**src/rtl/rom_dl_ctrl.sv**
```systemverilog
// Program-ROM download controller: captures HPS download bytes into a shared
// single-port RAM, holds the core in reset around loads, and serves CPU reads.
module rom_dl_ctrl #(
  parameter int          ROM_SIZE    = 16384,
  parameter int          HOLD_CYCLES = 256,
  parameter logic [7:0]  DL_INDEX    = 8'd0
) (
  input  logic        clk_sys,
  input  logic        reset,
  input  logic        ioctl_download,
  input  logic [7:0]  ioctl_index,
  input  logic        ioctl_wr,
  input  logic [24:0] ioctl_addr,
  input  logic [7:0]  ioctl_dout,
  output logic        ioctl_wait,
  input  logic        cpu_req,
  input  logic [13:0] cpu_addr,
  output logic        cpu_ack,
  output logic [7:0]  cpu_rdata,
  output logic [13:0] mem_addr,
  output logic [7:0]  mem_din,
  output logic        mem_we,
  input  logic [7:0]  mem_dout,
  output logic        core_reset,
  output logic        dl_done,
  output logic        dl_err,
  output logic [1:0]  fsm_state
);

  typedef enum logic [1:0] {ST_HOLD = 2'd0, ST_RUN = 2'd1, ST_LOAD = 2'd2, ST_DRAIN = 2'd3} state_t;

  localparam int CW = (HOLD_CYCLES > 1) ? $clog2(HOLD_CYCLES) : 1;

  state_t        state, state_nxt;
  logic [CW-1:0] hold_cnt;
  logic          hold_last;
  logic          from_drain;
  logic          buf_full;
  logic [13:0]   buf_addr;
  logic [7:0]    buf_data;
  logic          ack_q;

  logic dl_sel, load_start, in_range, byte_take, byte_bad;

  // Handshake: a byte is offered when ioctl_wr is high for one cycle. It is
  // accepted only if the buffer is empty (ioctl_wait low) and the address is in
  // range; otherwise it is dropped and dl_err is set. Accepted bytes reach the
  // RAM on the following cycle.
  assign dl_sel     = ioctl_download && (ioctl_index == DL_INDEX);
  assign load_start = dl_sel && (state != ST_LOAD);
  assign in_range   = ioctl_addr < 25'(ROM_SIZE);
  assign byte_take  = dl_sel && ioctl_wr && !buf_full && in_range;
  assign byte_bad   = dl_sel && ioctl_wr && (buf_full || !in_range);
  assign hold_last  = (state == ST_HOLD) && (hold_cnt == CW'(HOLD_CYCLES - 1));

  always_comb begin
    state_nxt = state;
    if (load_start) begin
      state_nxt = ST_LOAD;
    end else begin
      case (state)
        ST_HOLD:  if (hold_last) state_nxt = ST_RUN;
        ST_LOAD:  if (!dl_sel) state_nxt = ST_DRAIN;
        ST_DRAIN: if (!buf_full) state_nxt = ST_HOLD;
        default:  state_nxt = state;
      endcase
    end
  end

  always_ff @(posedge clk_sys) begin
    if (reset) begin
      state      <= ST_HOLD;
      hold_cnt   <= '0;
      from_drain <= 1'b0;
      buf_full   <= 1'b0;
      buf_addr   <= '0;
      buf_data   <= '0;
      dl_done    <= 1'b0;
      dl_err     <= 1'b0;
      ack_q      <= 1'b0;
    end else begin
      state <= state_nxt;
      if (state == ST_DRAIN && state_nxt == ST_HOLD) begin
        hold_cnt   <= '0;
        from_drain <= 1'b1;
      end else if (state == ST_HOLD && !hold_last) begin
        hold_cnt <= hold_cnt + CW'(1);
      end
      if (hold_last && from_drain) dl_done <= 1'b1;
      // An error in the start cycle must survive the start-of-load clear.
      if (byte_bad)        dl_err <= 1'b1;
      else if (load_start) dl_err <= 1'b0;
      buf_full <= byte_take;
      if (byte_take) begin
        buf_addr <= ioctl_addr[13:0];
        buf_data <= ioctl_dout;
      end
      ack_q <= (state == ST_RUN) && cpu_req && !load_start;
    end
  end

  // Gating mem_we with reset discards a byte pending when reset hits.
  assign mem_we     = buf_full && !reset;
  assign mem_addr   = buf_full ? buf_addr : cpu_addr;
  assign mem_din    = buf_data;
  assign ioctl_wait = buf_full;
  assign cpu_ack    = ack_q;
  assign cpu_rdata  = ack_q ? mem_dout : 8'h00;
  assign core_reset = (state != ST_RUN);
  assign fsm_state  = state;

endmodule

```
**config.mk**
```make
export PLATFORM = sky130hd
export DESIGN_NAME = rom_dl_ctrl
export DESIGN_NICKNAME = d
export VERILOG_FILES = /design/src/rtl/rom_dl_ctrl.sv
export SDC_FILE = /design/constraint.sdc
export NUM_CORES = 1
export LEC_CHECK = 0
export BUFFER_PORTS_ARGS = -buffer_cell sky130_fd_sc_hd__buf_4
export CAP_MARGIN = 20
export CORE_UTILIZATION = 35
export CTS_BUF_LIST = sky130_fd_sc_hd__clkbuf_8 sky130_fd_sc_hd__clkbuf_16
export DETAILED_ROUTE_END_ITERATION = 16
export MAX_ROUTING_LAYER = met4
export PLACE_DENSITY = 0.67
export SETUP_SLACK_MARGIN = 0.15
export SLEW_MARGIN = 20
export SYNTH_ARGS = -nofsm -noshare
export SYNTH_HDL_FRONTEND = slang
export SYNTH_SLANG_ARGS = --single-unit
```
**constraint.sdc**
```tcl
create_clock -name clk_sys -period 1.5 [get_ports clk_sys]
set_input_delay 0.3 -clock clk_sys [delete_from_list [all_inputs] [get_ports clk_sys]]
set_output_delay 0.3 -clock clk_sys [all_outputs]
set_load 0.01 [all_outputs]
```
==> impl_metrics.py <==
metrics = {
    "run_status": {
        "status": "finished, violations left",
        "violations": "setup timing",
    },
    "timing": {
        "worst_slack_ns": -0.0682,
        "min_period_over_period_pct": 105,
        "setup_viol": 20,
        "rsz0062_at_grt": "yes",
        "timing.hold.ws_ns": 0.255,
        "period_needed_ns": 1.57,
        "tightest_slew_ns": 0.532,
        "fin_setup_tns_ns": -0.834,
        "hold_viol_final": 0,
        "fmax_ghz": 0.638,
        "clock_skew_ns": 0.00484,
        "slew_headroom_pct": 64.3,
        "finalMaxSlewViolations": 0,
    },
    "hold_path": {
        "hold_depth": 3,
        "holdPathEnd": "ioctl_wait",
        "hp-class": "primary input to register",
        "min_from": "ioctl_wr",
    },
    "synthesis": {
        "avgSynthCellArea_um2": 9.01,
        "synth_top_area_share_pct": 39.9,
        "yosysMostFrequentCell": "dfxtp_1",
        "synth_area_um2": 1860,
        "synthArstFlopShare_pct": 0,
        "synth_top_cell_by_area": "dfxtp_1",
        "synth_seq_area_share_pct": 39.9,
        "ys_warn_count": 0,
        "synthCells": 206,
        "synth_edf_count": 0,
        "ys_types": 40,
        "ys_ff_latch": 37,
        "synth_nets": 275,
        "synthTopCellsByArea": "dfxtp_1 40%, mux2_2 8.5%, a21oi_1 7.3%",
        "dominantRegCellSynth": "dfxtp_1",
        "yosys-top-cells-count": "37 x dfxtp_1, 27 x a21oi_1, 24 x nand3_1",
    },
    "clocking": {
        "cts_made_buffers": 5,
        "tritoncts": "done",
        "cts_root_buffer": "clkbuf_8",
        "clkSinkCount": 37,
        "path_clk_slew_ns": 0.08,
        "ctsLongestPathBuffers": 2,
        "clk-insertion-delay-late_ns": 0.29,
        "h-tree-depth": 2,
    },
    "drt": {
        "wl_met2_mm": 2.99,
        "wire_per_inst_um": 14.5,
        "drtPass1Iterations": 4,
        "via_per_inst": 5.23,
        "route.met3.wl_um": 367,
        "wl_met1_mm": 2.27,
        "postRouteAntennaNets": 0,
        "drcViolationCount": 0,
        "dr.first_iter.drc_count": 129,
        "routed.top_layer": "met4",
        "routed_wl_mm": 5.73,
        "vias": 2067,
    },
    "power_and_ir_drop": {
        "leakagePower_nw": 1.26,
        "ir_drop_uv": 479,
        "powerDensity_nw_per_um2": 652,
    },
    "floorplan": {
        "die_area_um2": 5600,
        "core_um2": 5110,
        "die-width_um": 74.8,
        "io_pins": 106,
        "die_y_um": 74.8,
        "initial_utilization_pct": 36.4,
        "placementRows": 26,
    },
    "placement": {
        "io_buffers": 105,
        "dpl_worst_slack_ns": -0.128,
        "place.gp.congestion": 0.862,
        "dp_hpwl_mm": 3.73,
        "place_inst": 379,
    },
    "worst_setup_path": {
        "timing.rr.start": "ioctl_wait",
        "cp.arrival_ns": 1.27,
        "startpoint": "ioctl_wait",
        "reg2regPathDepth": 7,
        "worst-endpoint-required_ns": 1.20,
        "worst-path-stages": 3,
        "critPathSlowestCell": "dfxtp_2",
        "startpoint_type": "register",
        "path_buf_inv": 2,
        "cp_top_family": "flip-flops",
        "r2r_slack_ns": -0.01,
        "crit_chain": "buf_12 -> mux2_2 -> buf_4",
        "r2r-end": "buf_addr[13]",
        "end_kind": "output port",
        "crit_path_max_fanout": 12,
        "critPathMaxStageDelay_ns": 0.36,
        "path_class": "register to output port",
    },
    "flow_run": {
        "cap_violations": 0,
    },
    "global_route": {
        "grt_pass1_wl_mm": 8.38,
        "grt_pass1_vias": 1899,
        "grt_max_degree": 25,
        "track_usage_pct": 20.6,
        "antenna_found_initial": 0,
        "overflow": 0,
    },
    "finish": {
        "areaGrowthSynthToFinish_pct": 70.0,
        "final_cells": 395,
        "n_fill_cell": 440,
        "layout-drive-gt1-share_pct": 62.5,
        "nNetsFinal": 393,
        "antennaDiodeCount": 0,
    },
}
-- cell usage in the layout (no fill, tap or decap), types with 2 or more instances in the layout --
| master | count |
|---|---|
| nor2_1 | 8 |
| o21ai_2 | 11 |
| o21ai_1 | 11 |
| a21oi_2 | 5 |
| and4_1 | 3 |
| and3_4 | 4 |
| nor3_2 | 5 |
| nand3_2 | 14 |
| a21oi_1 | 22 |
| clkbuf_8 | 7 |
| nand4_1 | 4 |
| nand2_1 | 2 |
| mux2_4 | 4 |
| nor4_2 | 2 |
| o21ai_0 | 3 |
| dfxtp_1 | 30 |
| nand3_1 | 11 |
| a31oi_1 | 2 |
| nor2b_1 | 3 |
| dfxtp_2 | 6 |
| and2_1 | 8 |
| mux2_2 | 10 |
| a211oi_2 | 2 |
| inv_1 | 4 |
| buf_4 | 113 |
| nor4_4 | 2 |
| buf_12 | 2 |
| buf_6 | 8 |
-- per-stage QoR --
stage / total power [mW] / util (%) / cell area [um2]
2_1_floorplan: 1.09 / - / 1900
3_3_place_gp: 1.27 / 53.9 / 2760
3_5_place_dp: 1.28 / 53.9 / 2760
4_1_cts: 2.05 / 58.5 / 2990
5_1_grt: 2.14 / 61.8 / 3160
6_report: 2.06 / 61.8 / 3160
-- cell type report --
type	instances	area, um2	share of cell area, %
multi-input cells	153	1220	38.7
repair buffers	123	978	31.0
flip-flops and latches	37	752	23.8
clock buffers	7	96.3	3.05
well taps	70	87.6	2.77
inverters	4	15.0	0.476
clock inverters	1	5.00	0.159
-- tightest hold or removal path: cells and delay by family --
kind | cells | cell delay, ns
buffers and inverters | 1 | 0.12
and+or+nand+nor | 2 | 0.10
-- kinds of logic after synthesis --
group                      count (synthesis)  share of synthesized area (%)
AOI/OAI and AO/OA                         59                           17.3
muxes                                     15                           9.03
and+or+nand+nor                           74                           25.2
DFF                                       37                           39.9
buffers and inverters                     18                           6.94
xor gates and xnor gates                   2                          0.944
adders and majority gates                  1                          0.674
-- metal layers --
metal	global-route usage [%]	vias up
met4	7.76	0
met5	-	-
met3	4.95	10
li1	-	995
met1	23.4	975
met2	35.0	87
-- power breakdown --
part	switching [mW]	internal [mW]	total (mW)
Clock	0.363	0.416	0.779
Sequential	0.00991	0.990	1.00
Combinational	0.0989	0.182	0.281
-- worst max path at each step --
stage	to
2_1_floorplan	mem_addr[10]
3_3_place_gp	hold_cnt[5]
3_5_place_dp	hold_cnt[2]
4_1_cts	mem_addr[8]
5_1_grt	mem_addr[0]
6_report	mem_addr[8]
-- registers in the layout, summed over array words and instances, names as in the netlist --
name	flops
buf_addr	14
hold_cnt	8
mem_din	8
fsm_state	2
cpu_ack	1
dl_done	1
dl_err	1
from_drain	1
ioctl_wait	1
-- repair_timing --
item                                    4_1_cts  5_1_grt
endpoints found under the setup margin       45       52
cloned                                        2        0
endpoints found under the hold margin         0        0
gates resized for setup                      39       40
pin swaps                                    10       14
hold buffers                                  0        0
setup buffers                                 3        3
(Power assumes the default switching activity.)
